File: src/rtl/rst_seq_pkg.sv
// Shared types and widths for the reset sequencer and its helpers.
// Latency: n/a (declarations only).
// Backpressure: n/a.
package rst_seq_pkg;

  localparam int CNT_W      = 16;
  localparam int IDX_W      = 2;
  localparam int MAX_STAGES = 4;

  typedef enum logic [2:0] {
    ST_HOLD,
    ST_DELAY,
    ST_WAIT_ACK,
    ST_READY,
    ST_FAULT
  } seq_state_t;

endpackage

File: src/rtl/rst_sync_cell.sv
// Asynchronous-assert / synchronous-deassert reset synchroniser chain.
// Latency: deassertion seen SYNC_STAGES clocks after rst falls; assertion immediate.
// Backpressure: none.
module rst_sync_cell #(
  parameter int SYNC_STAGES = 2
) (
  input  logic clk_25m,
  input  logic rst,
  output logic rst_sync
);

  logic [SYNC_STAGES-1:0] chain;

  // Chain is forced to all ones by rst and shifts zeros in once rst is low.
  always_ff @(posedge clk_25m or posedge rst) begin
    if (rst) begin
      chain <= '1;
    end else begin
      chain <= {chain[SYNC_STAGES-2:0], 1'b0};
    end
  end

  assign rst_sync = chain[SYNC_STAGES-1];

endmodule

File: src/rtl/rst_sequencer.sv
// Releases up to four stage resets in order, each after a delay and the previous ack.
// Latency: first release SYNC_STAGES+STAGE_DLY+1 clocks after rst falls; outputs registered.
// Backpressure: waits on stage_ack level; missing/lost ack latches a sticky fault.
module rst_sequencer
  import rst_seq_pkg::*;
#(
  parameter int STAGES      = 3,
  parameter int STAGE_DLY   = 16,
  parameter int ACK_TIMEOUT = 255,
  parameter int SYNC_STAGES = 2
) (
  input  logic              clk_25m,
  input  logic              rst,
  input  logic [STAGES-1:0] stage_ack,
  output logic [STAGES-1:0] stage_rst,
  output logic              all_ready,
  output logic              timeout_err,
  output logic [IDX_W-1:0]  fail_stage
);

  localparam logic [CNT_W-1:0] DLY_LAST = CNT_W'(STAGE_DLY - 1);
  localparam logic [CNT_W-1:0] TMO_LAST = CNT_W'(ACK_TIMEOUT - 1);
  localparam logic [IDX_W-1:0] IDX_LAST = IDX_W'(STAGES - 1);

  logic rst_sync;

  rst_sync_cell #(
    .SYNC_STAGES(SYNC_STAGES)
  ) u_sync (
    .clk_25m (clk_25m),
    .rst     (rst),
    .rst_sync(rst_sync)
  );

  seq_state_t        state, state_d;
  logic [CNT_W-1:0]  cnt, cnt_d;
  logic [IDX_W-1:0]  idx, idx_d;
  logic [STAGES-1:0] stage_rst_d;
  logic              all_ready_d;
  logic              timeout_err_d;
  logic [IDX_W-1:0]  fail_stage_d;
  logic              ack_cur;
  logic              lost;
  logic [IDX_W-1:0]  lost_idx;

  // Select the ack of the stage currently being waited on.
  always_comb begin
    ack_cur = 1'b0;
    for (int i = 0; i < STAGES; i++) begin
      if (IDX_W'(i) == idx) ack_cur = stage_ack[i];
    end
  end

  // Find the lowest-numbered stage whose ack has dropped (all are released in READY).
  always_comb begin
    lost     = 1'b0;
    lost_idx = '0;
    for (int i = STAGES - 1; i >= 0; i--) begin
      if (!stage_ack[i]) begin
        lost     = 1'b1;
        lost_idx = IDX_W'(i);
      end
    end
  end

  // Next-state, counter and output decode; every output is registered below.
  always_comb begin
    state_d       = state;
    cnt_d         = cnt;
    idx_d         = idx;
    stage_rst_d   = stage_rst;
    all_ready_d   = all_ready;
    timeout_err_d = timeout_err;
    fail_stage_d  = fail_stage;
    unique case (state)
      ST_HOLD: begin
        if (!rst_sync) begin
          state_d = ST_DELAY;
          cnt_d   = '0;
          idx_d   = '0;
        end
      end
      ST_DELAY: begin
        if (cnt == DLY_LAST) begin
          for (int i = 0; i < STAGES; i++) begin
            if (IDX_W'(i) == idx) stage_rst_d[i] = 1'b0;
          end
          cnt_d   = '0;
          state_d = ST_WAIT_ACK;
        end else begin
          cnt_d = cnt + CNT_W'(1);
        end
      end
      ST_WAIT_ACK: begin
        cnt_d = cnt + CNT_W'(1);
        // Ack is checked first so a same-edge ack beats the timeout.
        if (ack_cur) begin
          if (idx == IDX_LAST) begin
            state_d     = ST_READY;
            all_ready_d = 1'b1;
          end else begin
            idx_d   = idx + IDX_W'(1);
            cnt_d   = '0;
            state_d = ST_DELAY;
          end
        end else if (cnt == TMO_LAST) begin
          state_d       = ST_FAULT;
          stage_rst_d   = '1;
          all_ready_d   = 1'b0;
          timeout_err_d = 1'b1;
          fail_stage_d  = idx;
        end
      end
      ST_READY: begin
        if (lost) begin
          state_d       = ST_FAULT;
          stage_rst_d   = '1;
          all_ready_d   = 1'b0;
          timeout_err_d = 1'b1;
          fail_stage_d  = lost_idx;
        end
      end
      ST_FAULT: begin
        state_d = ST_FAULT;
      end
      default: begin
        state_d = ST_HOLD;
      end
    endcase
  end

  // State, counters and registered outputs; rst forces everything back immediately.
  always_ff @(posedge clk_25m or posedge rst) begin
    if (rst) begin
      state       <= ST_HOLD;
      cnt         <= '0;
      idx         <= '0;
      stage_rst   <= '1;
      all_ready   <= 1'b0;
      timeout_err <= 1'b0;
      fail_stage  <= '0;
    end else begin
      state       <= state_d;
      cnt         <= cnt_d;
      idx         <= idx_d;
      stage_rst   <= stage_rst_d;
      all_ready   <= all_ready_d;
      timeout_err <= timeout_err_d;
      fail_stage  <= fail_stage_d;
    end
  end

endmodule

File: config.mk
export PLATFORM = sky130hd
export DESIGN_NAME = rst_sequencer
export DESIGN_NICKNAME = d
export VERILOG_FILES = /design/src/rtl/rst_seq_pkg.sv /design/src/rtl/rst_sync_cell.sv /design/src/rtl/rst_sequencer.sv
export SDC_FILE = /design/constraint.sdc
export NUM_CORES = 1
export LEC_CHECK = 0
export CORE_ASPECT_RATIO = 0.6
export CORE_MARGIN = 2
export CORE_UTILIZATION = 35
export CTS_CLUSTER_SIZE = 30
export DETAILED_ROUTE_END_ITERATION = 10
export PLACE_DENSITY = 0.61
export REMOVE_ABC_BUFFERS = 1
export SLEW_MARGIN = 5
export SYNTH_ARGS = -nofsm -noshare
export SYNTH_HDL_FRONTEND = slang
export SYNTH_SLANG_ARGS = --single-unit
File: constraint.sdc
create_clock -name clk_25m -period 2.7 [get_ports clk_25m]
set_input_delay 0.675 -clock clk_25m [delete_from_list [all_inputs] [get_ports clk_25m]]
set_output_delay 0.675 -clock clk_25m [all_outputs]
set_load 0.05 [all_outputs]
# Word level (Yosys, flattened, before mapping)

Cells that the tools add are included.

Register bits: 30
Input port bits: 5
Output and inout bits: 7
Word-level logic and storage cells: 93

$add $sub $neg: 2
Equal/unequal tests: 21
Muxes and demuxes: 46
Reduce and logical (&&, ||, !) cells: 14

Operator list:

| kind                                                             | count |
|---|---|
| 16-bit two-way mux                                               | 4 |
| 16-bit one-hot mux with 3 select lines                           | 1 |
| 3-bit two-way mux                                                | 9 |
| 2-bit two-way mux                                                | 10 |
| 2-bit != test, second input constant                             | 10 |
| 6-bit AND reduction                                              | 3 |
| 16-bit by 1-bit adder with 16-bit output, second input constant  | 1 |
| 16-bit by 4-bit == test with 1-bit output, second input constant | 1 |
| 16-bit by 8-bit == test with 1-bit output, second input constant | 1 |
| 1-bit two-way mux                                                | 16 |
| 4-bit AND reduction                                              | 4 |
| 3-bit one-hot mux with 5 select lines                            | 1 |
| 3-bit one-hot mux with 3 select lines                            | 1 |
| 2-bit one-hot mux with 2 select lines                            | 2 |
| 3-bit by 2-bit == test with 1-bit output, second input constant  | 2 |
| 3-bit != test, second input constant                             | 2 |
| 3-bit nonzero test                                               | 2 |
| 1-bit one-hot mux with 2 select lines                            | 2 |
| 2-bit nonzero test                                               | 2 |
| 3-bit by 1-bit == test with 1-bit output, second input constant  | 1 |
| 3-bit == test, second input constant                             | 1 |
| 3-bit logical NOT                                                | 1 |
| 2-bit by 1-bit adder with 2-bit output, second input constant    | 1 |
| 1-bit by 2-bit == test with 1-bit output, first input constant   | 1 |
| other kinds (4)                                                  | 4 |

# Depth between registers and ports, before layout

Gate-level depths: netlist (run 1).

Word-level depth: 6
Gate-level depth with buffers: 8
Depth with buffers taken out: 7

# Cells and area by module

Synthesis (run 1) repeated with hierarchy kept, for this count alone.

Cells, all modules: 189
Area total of the unflattened synthesis: 1737.9 sq um

Modules (own cells, without submodules):

| module        | times used | cells an instance | area each (sq um) | sequential area each (sq um) |
|---|---|---|---|---|
| rst_sequencer | 1          | 185               | 1677.9            | 704.4 |
| rst_sync_cell | 1          | 4                 | 60.1              | 52.6 |

# Worst setup path before layout (run 1)

No wires, ideal clock.

Kind: flip-flop to flip-flop
From: register cnt[8]
To: register cnt[3]
Setup time: 0.124 ns
Arrival: 2.099 ns
Required time: 2.576 ns
Path slack: 0.477 ns
Stages on the path, launching flop included: 7
Path buffers: 1
Clock period less this slack: 2.223 ns
Cell sequence: dfrtp_1 > or4_4 > or4_4 > a21oi_4 > buf_6 > nor3_2 > a211o_1

Word-level cells in the longest chain between the ends: 3

RTL lines:

| what                                      | RTL line             | RTL |
|---|---|---|
| start, declared                           | rst_sequencer.sv:36  | `logic [CNT_W-1:0] cnt, cnt_d;` |
| start signal, assigned                    | rst_sequencer.sv:144 | `cnt <= cnt_d;` |
| 16-bit by 4-bit == test with 1-bit output | rst_sequencer.sv:84  | `if (cnt == DLY_LAST) begin` |
| 16-bit two-way mux                        | rst_sequencer.sv:84  |  |
| 16-bit one-hot mux with 3 select lines    | rst_sequencer.sv:75  | `unique case (state)` |

Every way passes these cells.
A chain may end at the register's enable or synchronous reset.

# Worst setup path after layout (run 1)

From: register cnt[12]
To: register fail_stage[1]

Word-level cells in the longest chain between the ends: 3

RTL lines:

| what                                      | RTL line             | RTL |
|---|---|---|
| 16-bit by 8-bit == test with 1-bit output | rst_sequencer.sv:106 | `end else if (cnt == TMO_LAST) begin` |
| 2-bit != test (no line)                   | n/a                  |  |
| 4-bit AND reduction (no line)             | n/a                  |  |
| end signal, assigned                      | rst_sequencer.sv:149 | `fail_stage <= fail_stage_d;` |
| end, declared                             | rst_sequencer.sv:18  | `output logic [IDX_W-1:0] fail_stage` |

Every way passes these cells.

==> out/qor.yml, run 1 <==
logic_synthesis:
  synth_top_area_cell: "dfrtp_1"
  yosys.area.top_type_share: 0.354
  netlist_instances: 188
  avgSynthCellArea_sq_um: 9.39
  yosys_warnings: 0
  synthTopCellsByArea: "dfrtp_1 (35%), dfstp_2 (7.4%), nand2_1 (4.3%), a21o_1 (3.8%), ha_1 (3.5%)"
  ys.flop_type: "dfrtp_1"
  synth_edf_count: 0
  ys_ff_latch: 30
  synthArstFlopShare: 1.00
  ys_seq_area_frac: 0.429
  synth_cell_types: 47
  syn_area_sq_um: 1770
final_layout:
  num-nets-final: 220
  synthToLayoutAreaGrowth_pct: 19.1
  n_antenna_cell: 0
  final_common_cell: "dfrtp_1"
  final_cell_mix: "dfrtp_1 (25), nand2_1 (20), o21ai_0 (12)"
  drive_gt1_frac: 0.156
  nFillCells: 464
clock_network:
  htreeDepth: 2
  cts_sinks: 30
  ctsResizeCount: 0
  cts.clk_slew.worst_paths_ps: 60
  clockBufferDepth: 2
  cts_tree: "built"
  clock-root-buffer: "clkbuf_8"
  clock_latency_ps: 290
  cts_made_buffers: 5
  cts_setup_buffers: 0
  cts_hold_buf: 0
global_routing:
  overflow: 0
  grt_max_degree: 31
  grt_pass1_wl_um: 6870
  grt_pass1_vias: 1369
  grt_usage: 0.166
  grt_antenna_before_repair: 0
timing:
  max_freq_mhz: 424
  period_needed_ps: 2360
  tns_ps: 0
  setup_ws_ps: 343
  rsz0062_at_grt: "false"
  finalHoldViolCount: 0
  worst_slew_pin_slew_ps: 503
  period_share: 0.873
  setup_violations: 0
  max_slew_margin: 0.665
  skew_ps: 6.97
  slew_violations: 0
pwr:
  ir_worst_vdd_mv: 0.447
  leakage_uw: 0.000936
  p_per_area_nw_per_um2: 947
placement:
  dp_slack_ps: 133
  portBuffers: 11
  place_congestion: 0.872
  dp.final_hpwl_um: 2890
floorplan:
  die_w_um: 95.7
  die_area_sq_um: 5650
  die_h_um: 59.0
  start_util: 0.375
  boundaryPins: 12
  rows: 19
  design.core.area_sq_um: 4710
min_path:
  hp-start: "u_sync.chain[0]"
  hold_path_depth: 0
  hp-class: "reg -> reg"
setup_path:
  r2r-end: "fail_stage[1]"
  worstPathRequired_ps: 2860
  worst-endpoint-arrival_ps: 2520
  r2r-start: "cnt[12]"
  critPathMaxFanout: 5
  path_class: "reg -> reg"
  reg2reg_slack_ps: 340
  worstSetupStartpointType: "register"
  crit_path_end_kind: "register"
  startpoint: "cnt[12]"
  r2r_cells: 5
  critPathCapture: "fail_stage[1]"
route:
  drt_pass1_iterations: 4
  vias_per_cell: 5.33
  routed_wl_um: 3940
  ant_nets: 0
  remaining_drc_errors: 0
  vias: 1460
  avgRoutedWirePerCell_um: 14.4
  drtIter0Drc: 101
run_status:
  status: "completed"
job:
  drv_cap: 0
==> metrics by stage <==
stage	area [sq um]	total power [uW]	std cells	hold slack (ps)	utilization
floorplan	1730	1270	182	345	-
finish	2100	1990	274	360	0.447
global placement	2010	1610	266	346	0.427
global route	2100	2140	274	366	0.447
CTS	2100	2000	274	362	0.447
detailed placement	2010	1620	266	352	0.427
==> where the power goes <==
group | leakage (uW) | switching (uW) | internal (uW)
clock network | 0.0000482 | 167 | 205
registers | 0.000386 | 66.6 | 544
logic | 0.000502 | 616 | 391
total | 0.000936 | 850 | 1140
==> registers in the layout (all words and copies together), names as in the netlist <==
register	count
stage_rst	3
fail_stage	2
u_sync.chain	2
idx	2
all_ready	1
cnt	16
timeout_err	1
state	3
==> layout make-up <==
type / count / area (sq um) / share of cell area
Clock buffer: 7 / 86.3 / 0.0411
Clock inverter: 1 / 5.00 / 0.00238
Inverter: 7 / 26.3 / 0.0125
Multi-Input combinational cell: 145 / 951 / 0.452
Sequential cell: 30 / 757 / 0.360
Tap cell: 63 / 78.8 / 0.0375
Timing Repair Buffer: 21 / 198 / 0.0940
==> per-layer routing <==
metal,vias up,GRT usage,part of all wire
met3,7,0.0420,0.054
met1,696,0.285,0.58
met5,-,0,0
met4,0,0.0612,0.014
met2,29,0.187,0.35
li1,728,-,-
==> worst max-delay path, stage by stage, from the launching register on <==
cell,delay (ps)
dfrtp_1,420
or4_1,580
nor4_1,410
nor2_1,120
nor4_4,340
mux2_1,370
==> cells in the mapped netlist (4+ instances only) <==
cell type,number
a21o_1,9
and3_1,5
clkbuf_1,4
dfrtp_1,25
dfstp_2,5
ha_1,5
inv_1,7
nand2_1,20
nand2b_1,4
nand3_1,11
nor2_1,9
nor3_1,8
o21ai_0,12
o21ai_1,6
==> how the worst min path moves through the flow <==
stage / end / slack, ps
after global placement: u_sync.chain[1] / 350
final: u_sync.chain[1] / 360
after global routing: u_sync.chain[1] / 370
after detailed placement: u_sync.chain[1] / 350
after floorplan: u_sync.chain[1] / 350
after CTS: u_sync.chain[1] / 360
==> logic make-up (layout without fill, tap and decap cells) <==
kind of cell,after synthesis,after routing,synth area share
adder cells (fa/ha/maj),5,5,0.0354
XOR/XNOR,3,3,0.0149
multiplexers,5,5,0.0298
AO/OA/AOI/OAI,43,43,0.169
other,1,1,0.00212
flip-flops,30,30,0.429
buffers and inverters,13,36,0.0326
AND/OR/NAND/NOR,88,88,0.288
(Power assumes the default switching activity.)
==> run 2: changes to the inputs <==
- GPL_TIMING_DRIVEN: default -> 1
==> results of run 2 <==
The final DEF is identical to that of run 1; final timing and power are the same.
